`src/rtl/isqrt_seq.sv`:
```
// Sequential restoring integer square root, UNROLL root bits per RUN cycle, valid/ready on both sides.
// Define ISQRT_REM_EN to expose the final remainder on out_rem.
module isqrt_seq #(
  parameter int WIDTH  = 16,
  parameter int UNROLL = 1
) (
  input  logic               clk,
  input  logic               rst_n,
  input  logic               in_valid,
  output logic               in_ready,
  input  logic [WIDTH-1:0]   in_data,
  output logic               out_valid,
  input  logic               out_ready,
  output logic [WIDTH/2-1:0] out_root,
`ifdef ISQRT_REM_EN
  output logic [WIDTH/2:0]   out_rem,
`endif
  output logic               busy
);

  localparam int HW    = WIDTH / 2;
  localparam int RMW   = HW + 1;
  localparam int RW    = HW + 2;
  localparam int N     = WIDTH / (2 * UNROLL);
  localparam int CNT_W = (N > 1) ? $clog2(N) : 1;
  localparam logic [CNT_W-1:0] CNT_LAST = CNT_W'(N - 1);

  localparam logic [1:0] S_IDLE = 2'd0;
  localparam logic [1:0] S_RUN  = 2'd1;
  localparam logic [1:0] S_DONE = 2'd2;

  logic [1:0]       state_q;
  logic [WIDTH-1:0] op_q;
  logic [RMW-1:0]   rem_q;
  logic [HW-1:0]    root_q;
  logic [CNT_W-1:0] cnt_q;
  logic [HW-1:0]    res_root_q;
`ifdef ISQRT_REM_EN
  logic [RMW-1:0]   res_rem_q;
`endif

  logic [WIDTH-1:0] op_nx;
  logic [RMW-1:0]   rem_nx;
  logic [HW-1:0]    root_nx;
  logic [RMW+HW-1:0] step;

  // One restoring digit: bring down the next operand pair and try subtracting 4*root+1.
  // The stored remainder never exceeds 2*root, so RMW bits hold it after either branch.
  function automatic logic [RMW+HW-1:0] root_step(
    input logic [RMW-1:0] rem_i,
    input logic [HW-1:0]  root_i,
    input logic [1:0]     pair
  );
    logic [RW-1:0] r_try;
    logic [RW-1:0] t_try;
    r_try = {rem_i, pair};
    t_try = {root_i, 2'b01};
    if (r_try >= t_try)
      root_step = {RMW'(r_try - t_try), root_i[HW-2:0], 1'b1};
    else
      root_step = {RMW'(r_try), root_i[HW-2:0], 1'b0};
  endfunction

  always_comb begin
    op_nx   = op_q;
    rem_nx  = rem_q;
    root_nx = root_q;
    step    = '0;
    for (int k = 0; k < UNROLL; k++) begin
      step    = root_step(rem_nx, root_nx, op_nx[WIDTH-1 -: 2]);
      rem_nx  = step[RMW+HW-1:HW];
      root_nx = step[HW-1:0];
      op_nx   = op_nx << 2;
    end
  end

  always_ff @(posedge clk or negedge rst_n) begin
    if (!rst_n) begin
      state_q    <= S_IDLE;
      op_q       <= '0;
      rem_q      <= '0;
      root_q     <= '0;
      cnt_q      <= '0;
      res_root_q <= '0;
`ifdef ISQRT_REM_EN
      res_rem_q  <= '0;
`endif
    end else begin
      case (state_q)
        S_IDLE: begin
          if (in_valid) begin
            op_q    <= in_data;
            rem_q   <= '0;
            root_q  <= '0;
            cnt_q   <= '0;
            state_q <= S_RUN;
          end
        end
        S_RUN: begin
          op_q   <= op_nx;
          rem_q  <= rem_nx;
          root_q <= root_nx;
          cnt_q  <= cnt_q + 1'b1;
          if (cnt_q == CNT_LAST) begin
            state_q    <= S_DONE;
            res_root_q <= root_nx;
`ifdef ISQRT_REM_EN
            res_rem_q  <= rem_nx;
`endif
          end
        end
        S_DONE: begin
          // Result registers are cleared on exit so the outputs read 0 outside DONE.
          if (out_ready) begin
            state_q    <= S_IDLE;
            res_root_q <= '0;
`ifdef ISQRT_REM_EN
            res_rem_q  <= '0;
`endif
          end
        end
        default: state_q <= S_IDLE;
      endcase
    end
  end

  assign in_ready  = (state_q == S_IDLE);
  assign busy      = (state_q != S_IDLE);
  assign out_valid = (state_q == S_DONE);
  assign out_root  = res_root_q;
`ifdef ISQRT_REM_EN
  assign out_rem   = res_rem_q;
`endif

endmodule

```
`config.mk`:
```
export PLATFORM = sky130hd
export DESIGN_NAME = isqrt_seq
export DESIGN_NICKNAME = d
export VERILOG_FILES = /design/src/rtl/isqrt_seq.sv
export SDC_FILE = /design/constraint.sdc
export NUM_CORES = 1
export LEC_CHECK = 0
export ABC_CLOCK_PERIOD_IN_PS = 2800
export BUFFER_PORTS_ARGS = -buffer_cell sky130_fd_sc_hd__buf_2
export CORE_MARGIN = 5
export CORE_UTILIZATION = 60
export DETAILED_ROUTE_END_ITERATION = 10
export PLACE_DENSITY_LB_ADDON = 0.05
export SLEW_MARGIN = 20
export SYNTH_ARGS = -nofsm -noshare
export SYNTH_HDL_FRONTEND = slang
export SYNTH_SLANG_ARGS = --single-unit
export TNS_END_PERCENT = 100
```
`constraint.sdc`:
```
create_clock -name clk -period 2.8 [get_ports clk]
set_input_delay 0.28 -clock clk [delete_from_list [all_inputs] [get_ports clk]]
set_output_delay 0.28 -clock clk [all_outputs]
set_load 0.05 [all_outputs]
```
==> out/qor.csv, run 1 <==
stage;metric;value;unit
outcome;status;finished clean;
placed_design;pre-CTS setup slack;0.6387;ns
power;Net Sw Power;1.730;mW
setup_path;crit path DAT;2.35;ns
clock_tree;hold_buf cts;0;
timing;Clock Skews;0.003908;ns
clock_tree;htree depth;2;
clock_tree;Clock Tree Root;clkbuf_8;
global_route;pin count of the biggest net entering global routing;46;
clock_tree;clk_lat worst skew;0.29;ns
floorplan;num ports;31;
timing;Worst Max-Slew Pin Slew;0.9926;ns
setup_path;worst reg2reg startpoint;rem_q[4];
power;Seq pwr share;31.1;%
setup_path;Crit Path Max Fanout;15;
setup_path;Critical Path Sink Type;flip-flop;
setup_path;Setup Crit Path Kind;reg -> reg;
routing;Iteration-0 DRC Markers;140;
final_layout;net total in the final layout;332;
clock_tree;Resized cells post-CTS;0;
clock_tree;CTS max path bufs;2;
yosys;Syn Std Cell Area;0.002544;mm²
power;Sw Ratio;46.43;%
timing;relative slew slack;33.83;%
routing;Via density;5.610;
clock_tree;CTS tree;yes;
yosys;Synth cell types;39;
min_path;type of the tightest min-delay check;in -> async;
routing;vias;1969;
final_layout;Area Growth Syn to Fin;9.051;%
timing;Setup TNS Final;0;ns
setup_path;Req. time, crit path;2.96;ns
yosys;Synth Register Bits;45;
timing;final hold vios;0;
yosys;Top FF cell, synth;dfrtp_1;
timing;fin crit period;2.188;ns
setup_path;Crit Reg-Reg Endpoint;rem_q[3];
routing;final wirelength;4823;µm
timing;Setup violations, final;0;
clock_tree;Inserted Clock Buffers;5;
run;max_cap viols;0;
yosys;Synthesis Warnings;0;
yosys;Syn Inst Count;276;
yosys;EDFF count, synth;0;
yosys;Synth area leaders;dfrtp_1, nand2_1, ha_1;
floorplan;initial core utilization;62.69;%
timing;fmax;457.0;MHz
timing;PnR worst setup slack;0.6118;ns
setup_path;R2R Setup Slk;0.61;ns
placed_design;placed cell count;343;
final_layout;non-filler cells, final;351;
clock_tree;post-CTS setup buffers;0;
global_route;initial antenna violation count;0;
floorplan;Die Span Y;75.11;µm
placed_design;GPL Wtd Cong;0.8244;
setup_path;Reg2Reg Depth;6;
timing;fin crit share;78.15;%
timing;Slew Viols, Final;0;
yosys;area leader, netlist;dfrtp_1;
routing;drt drc;0;
global_route;GR Util All Layers;19.18;%
power;VDD IR max;0.0007444;V
routing;post-route ant nets;0;
setup_path;Setup crit start kind;flip-flop;
yosys;register area share after synthesis;44.27;%
placed_design;DP HPWL;3355;µm
yosys;FFs w/ async S/R, synth;100.0;%
yosys;area share of the largest cell type after synthesis;44.27;%
clock_tree;Clock Pin Slew Worst Setup and Hold Paths;0.08;ns
floorplan;Die ar.;0.005642;mm²
global_route;vias in the first global route;1774;
power;part of the power in combinational logic;57.3;%
power;clock power share;11.6;%
timing;RSZ-0062 raised after global routing;no;
floorplan;die width;75.11;µm
floorplan;core area;0.004058;mm²
placed_design;IO Port Bufs;30;
routing;DR WL/cell;13.74;µm
power;Leakage Power;1.362;nW
floorplan;# rows;23;
global_route;global-route wire length before repair;8314;µm
global_route;GRT overflow;0;
yosys;syn_nets;308;
routing;DR pass1 iterations;4;
power;Power Total;3.726;mW
power;Cell Pwr Density;1343;mW/mm²
power;Internal;1.996;mW
yosys;Post-Syn Area per Cell;9.216;µm²
final_layout;layout cells sized above 1;16.61;%
final_layout;antenna cell count;0;
clock_tree;Sink Count;45;
==> registers in the layout (all words and copies together) (netlist names) <==
| signal | count |
|---|---|
| op_q | 16 |
| cnt_q | 3 |
| state_q | 2 |
| rem_q | 8 |
| out_root | 8 |
| root_q | 8 |
==> metrics by stage <==
step	util, %	cell area [µm²]	hold slack (ns)
after CTS	68.36	2774	0.1737
after detailed placement	65.86	2673	0.4722
after global routing	68.36	2774	0.2142
final	68.36	2774	0.1341
after floorplan	-	2544	-0.01559
after global placement	65.86	2673	0.4647
==> worst max-delay path by stage <==
stage	start	slack, ns	to	cells after the start
after global placement	root_q[4]	0.70	rem_q[3]	7
after CTS	root_q[4]	0.63	rem_q[3]	7
after floorplan	rem_q[4]	1.03	rem_q[4]	7
after detailed placement	root_q[4]	0.64	rem_q[3]	7
final	rem_q[4]	0.61	rem_q[3]	6
after global routing	root_q[1]	0.39	rem_q[3]	7
==> placed cells by master (no fill, tap or decap), drive strengths merged, types with 4 or more instances in the layout <==
master and instances:
o22ai 8, buf 34, clkbuf 7, mux2i 9, ha 12, nor3 4
nand3 7, dfrtp 45, inv 15, a21oi 24, nand2b 6, o21ai 33
and3b 13, nor2 6, nand2 44, nor2b 7
==> power by group through the flow <==
| stage | logic [mW] | clock network (mW) | registers (mW) |
|---|---|---|---|
| 4_1_cts | 2.13 | 0.447 | 1.16 |
| 6_report | 2.14 | 0.431 | 1.16 |
| 3_5_place_dp | 2.13 | 0 | 1.17 |
| 2_1_floorplan | 1.68 | 0 | 1.28 |
| 3_3_place_gp | 2.11 | 0 | 1.16 |
| 5_1_grt | 2.39 | 0.472 | 1.20 |
==> cell usage after synthesis (2+ instances only) <==
cell type,instances
a21oi_1,22
o311ai_1,2
buf_1,2
inv_1,14
nand2b_1,6
a21oi_2,2
clkbuf_8,2
nand3_1,7
a32oi_1,3
nor2b_1,7
or2_2,2
nor2_1,6
clkbuf_1,6
buf_2,3
nand2_1,44
xnor2_1,3
o21ai_1,4
nor3_1,4
and3b_1,13
a21o_1,2
o31ai_1,2
buf_6,4
ha_1,12
a22o_1,2
o22ai_1,8
mux2i_1,9
nor4_1,2
o21ai_0,28
dfrtp_1,45
==> area by class of cell <==
type	count	area, µm²
fillers	314	1284
multi-input cells	199	1247
flip-flops and latches	45	1126
repair buffers	34	180.2
clock buffers	7	96.34
well taps	50	62.56
inverters	15	56.30
clock inverters	1	5.005
==> worst max-delay path, stage by stage, from the launching register on <==
cell	delay (ns)
dfrtp_1	0.40
ha_1	0.40
a21oi_2	0.20
a21oi_2	0.09
a211oi_4	0.62
mux2i_1	0.27
o21ai_1	0.07
==> metal layers <==
layer | GRT usage, % | wire [µm]
met2 | 27.66 | 2018
met5 | 0 | 0
met3 | 4.005 | 268
met1 | 29.15 | 2498
met4 | 5.336 | 38
==> kinds of logic (layout without fill, tap and decap cells) <==
| group | count (synthesis) | after routing | share of synthesized area, % |
|---|---|---|---|
| AOI/OAI and AO/OA | 82 | 82 | 19.58 |
| xor gates and xnor gates | 4 | 4 | 1.378 |
| adders and majority gates | 12 | 12 | 5.902 |
| buffers and inverters | 32 | 57 | 6.837 |
| DFF | 45 | 45 | 44.27 |
| muxes | 9 | 9 | 3.542 |
| and+or+nand+nor | 92 | 92 | 18.49 |
Note: power is estimated with default switching activity, not from simulation.
==> run 2: changes to the inputs <==
--- a/config.mk
+++ b/config.mk
@@ -5,10 +5,10 @@
 export SDC_FILE = /design/constraint.sdc
 export NUM_CORES = 1
 export LEC_CHECK = 0
-export ABC_CLOCK_PERIOD_IN_PS = 2800
+export ABC_CLOCK_PERIOD_IN_PS = 2260
 export BUFFER_PORTS_ARGS = -buffer_cell sky130_fd_sc_hd__buf_2
 export CORE_MARGIN = 5
-export CORE_UTILIZATION = 60
+export CORE_UTILIZATION = 58
 export DETAILED_ROUTE_END_ITERATION = 10
 export PLACE_DENSITY_LB_ADDON = 0.05
 export SLEW_MARGIN = 20
==> constraint.sdc (replaced) <==
create_clock -name clk -period 2.26 [get_ports clk]
set_input_delay 0.226 -clock clk [delete_from_list [all_inputs] [get_ports clk]]
set_output_delay 0.226 -clock clk [all_outputs]
set_load 0.05 [all_outputs]
==> out/qor.csv, run 2 (synthesis results as in run 1) <==
stage;metric;value;unit;change
outcome;status;finished clean;;unchanged
routing;DR WL/cell;14.96;µm;was 13.74 µm
clock_tree;clk_lat worst skew;0.30;ns;was 0.29 ns
routing;final wirelength;5384;µm;was 4823 µm
clock_tree;hold_buf cts;1;;was 0
timing;RSZ-0062 raised after global routing;no;;unchanged
final_layout;Post-Layout Inst Area;0.002864;mm²;was 0.002774 mm²
setup_path;Critical Path Sink Type;flip-flop;;unchanged
global_route;GR Util All Layers;19.30;%;was 19.18%
power;Cell Pwr Density;1732;mW/mm²;was 1343 mW/mm²
clock_tree;Sink Count;45;;unchanged
setup_path;Req. time, crit path;2.42;ns;was 2.96 ns
final_layout;net total in the final layout;339;;was 332
floorplan;Die ar.;0.005810;mm²;was 0.005642 mm²
global_route;initial antenna violation count;0;;unchanged
power;VDD IR max;0.001080;V;was 0.0007444 V
routing;Iteration-0 DRC Markers;96;;was 140
placed_design;GPL Wtd Cong;0.8841;;was 0.8244
final_layout;Biggest register;op_q;;unchanged
clock_tree;CTS max path bufs;2;;unchanged
setup_path;Crit Path Max Fanout;8;;was 15
clock_tree;htree depth;2;;unchanged
final_layout;layout cells sized above 1;18.18;%;was 16.61%
timing;final hold vios;0;;unchanged
clock_tree;Clock Tree Root;clkbuf_8;;unchanged
floorplan;initial core utilization;59.24;%;was 62.69%
placed_design;IO Port Bufs;30;;unchanged
min_path;hold path start;out_ready;;
final_layout;most frequent cells in the layout;dfrtp_1, nand2_1, buf_2, o21ai_0, a21oi_1;;unchanged
timing;fin crit share;92.97;%;was 78.15%
setup_path;CP max-delay cell;a211oi_4;;unchanged
routing;vias;2023;;was 1969
final_layout;antenna cell count;0;;unchanged
clock_tree;post-CTS setup buffers;0;;unchanged
run;max_cap viols;0;;unchanged
timing;Worst Max-Slew Pin Slew;0.6362;ns;was 0.9926 ns
timing;relative slew slack;57.59;%;was 33.83%
clock_tree;Clock Pin Slew Worst Setup and Hold Paths;0.09;ns;was 0.08 ns
setup_path;Max stage delay on crit path;0.44;ns;was 0.62 ns
floorplan;num ports;31;;unchanged
final_layout;commonest non-fill, non-tap cell in the layout;dfrtp_1;;unchanged
power;Power Total;4.962;mW;was 3.726 mW
final_layout;non-filler cells, final;360;;was 351
final_layout;Area Growth Syn to Fin;12.59;%;was 9.051%
global_route;pin count of the biggest net entering global routing;24;;was 46
setup_path;Crit Reg-Reg Endpoint;rem_q[0];;was rem_q[3]
routing;Via density;5.619;;was 5.610
setup_path;crit path DAT;2.26;ns;was 2.35 ns
setup_path;worst reg2reg startpoint;root_q[1];;was rem_q[4]
floorplan;core area;0.004294;mm²;was 0.004058 mm²
global_route;global-route wire length before repair;9280;µm;was 8314 µm
setup_path;Reg2Reg Depth;8;;was 6
timing;fin crit period;2.101;ns;was 2.188 ns
clock_tree;CTS tree;yes;;unchanged
setup_path;Setup Crit Path Kind;reg -> reg;;unchanged
final_layout;final core utilization;66.70;%;was 68.36%
timing;Setup TNS Final;0;ns;unchanged
floorplan;Die Span Y;76.23;µm;was 75.11 µm
routing;drt drc;0;;unchanged
setup_path;Setup crit start kind;flip-flop;;unchanged
min_path;type of the tightest min-delay check;in -> reg;;was in -> async
routing;post-route ant nets;0;;unchanged
clock_tree;Inserted Clock Buffers;5;;unchanged
min_path;hold path endpoint;state_q[1];;
timing;Clock Skews;0.01525;ns;was 0.003908 ns
timing;Slew Viols, Final;0;;unchanged
setup_path;R2R Setup Slk;0.16;ns;was 0.61 ns
power;Leakage Power;1.410;nW;was 1.362 nW
placed_design;placed cell count;351;;was 343
timing;Setup violations, final;0;;unchanged
final_layout;max reg flops;16;;unchanged
placed_design;Area after DPL;0.002720;mm²;was 0.002673 mm²
setup_path;crit path cell chain;inv_1, ha_1, a21oi_1, o21ai_1, a211oi_4, buf_4, xnor2_1, o21ai_2;;was ha_1, a21oi_2, a21oi_2, a211oi_4, mux2i_1, o21ai_1
routing;DR pass1 iterations;4;;unchanged
floorplan;# rows;24;;was 23
min_path;WHS Path Cells;3;;
timing;fmax;475.9;MHz;was 457.0 MHz
global_route;GRT overflow;0;;unchanged
placed_design;DP HPWL;3791;µm;was 3355 µm
clock_tree;Resized cells post-CTS;0;;unchanged
floorplan;die width;76.23;µm;was 75.11 µm
global_route;vias in the first global route;1925;;was 1774
-- run 2: changes by cell type in the layout (fill, tap and decap cells not counted) --
cell,previous run,this run
buf_4,4,10
dlygate4sd3_1,0,1
clkbuf_8,7,5
bufinv_16,0,2
-- run 2: how the worst max path moves through the flow --
stage | from | endpoint | depth (start not counted)
2_1_floorplan | rem_q[4] | rem_q[4] | 7
3_3_place_gp | rem_q[4] | rem_q[0] | 7
3_5_place_dp | root_q[1] | rem_q[0] | 8
4_1_cts | root_q[1] | rem_q[0] | 8
5_1_grt | root_q[1] | rem_q[0] | 8
6_report | root_q[1] | rem_q[0] | 8
-- run 2: critical path, delay by kind of cell, from the launching register on --
| kind | cells | cell delay, ns |
|---|---|---|
| compound gates | 4 | 0.77 |
| xor+xnor | 1 | 0.13 |
| fa+ha+maj | 1 | 0.35 |
| buf+inv | 2 | 0.30 |
| flops | 1 | 0.39 |
-- run 2: final cells by class --
type	count	area (µm²)
Timing Repair Buffer	41	235.2
Sequential cell	45	1126
Fill cell	361	1430
Tap cell	52	65.06
Clock inverter	3	65.06
Inverter	15	56.30
Clock buffer	5	68.82
Multi-Input combinational cell	199	1247
-- run 2: through the flow --
step / hold slack, ns / setup slack (ns)
after CTS: 0.1939 / 0.1776
after detailed placement: 0.2368 / 0.2235
after global placement: 0.2302 / 0.2908
after floorplan: -0.06959 / 0.4932
final: 0.1947 / 0.1589
after global routing: 0.2093 / 0.03840
-- run 2: routing by layer --
metal / vias up / track usage [%] / routed length (µm)
li1: 1031 / - / -
met1: 933 / 27.22 / 2630
met2: 53 / 29.97 / 2401
met3: 6 / 4.728 / 300
met4: 0 / 4.720 / 52
met5: - / 0 / 0
-- run 2: power breakdown --
part,switching (mW),internal (mW)
sequential,0.262,1.17
clock,0.287,0.439
combinational,1.70,1.11
total,2.25,2.72
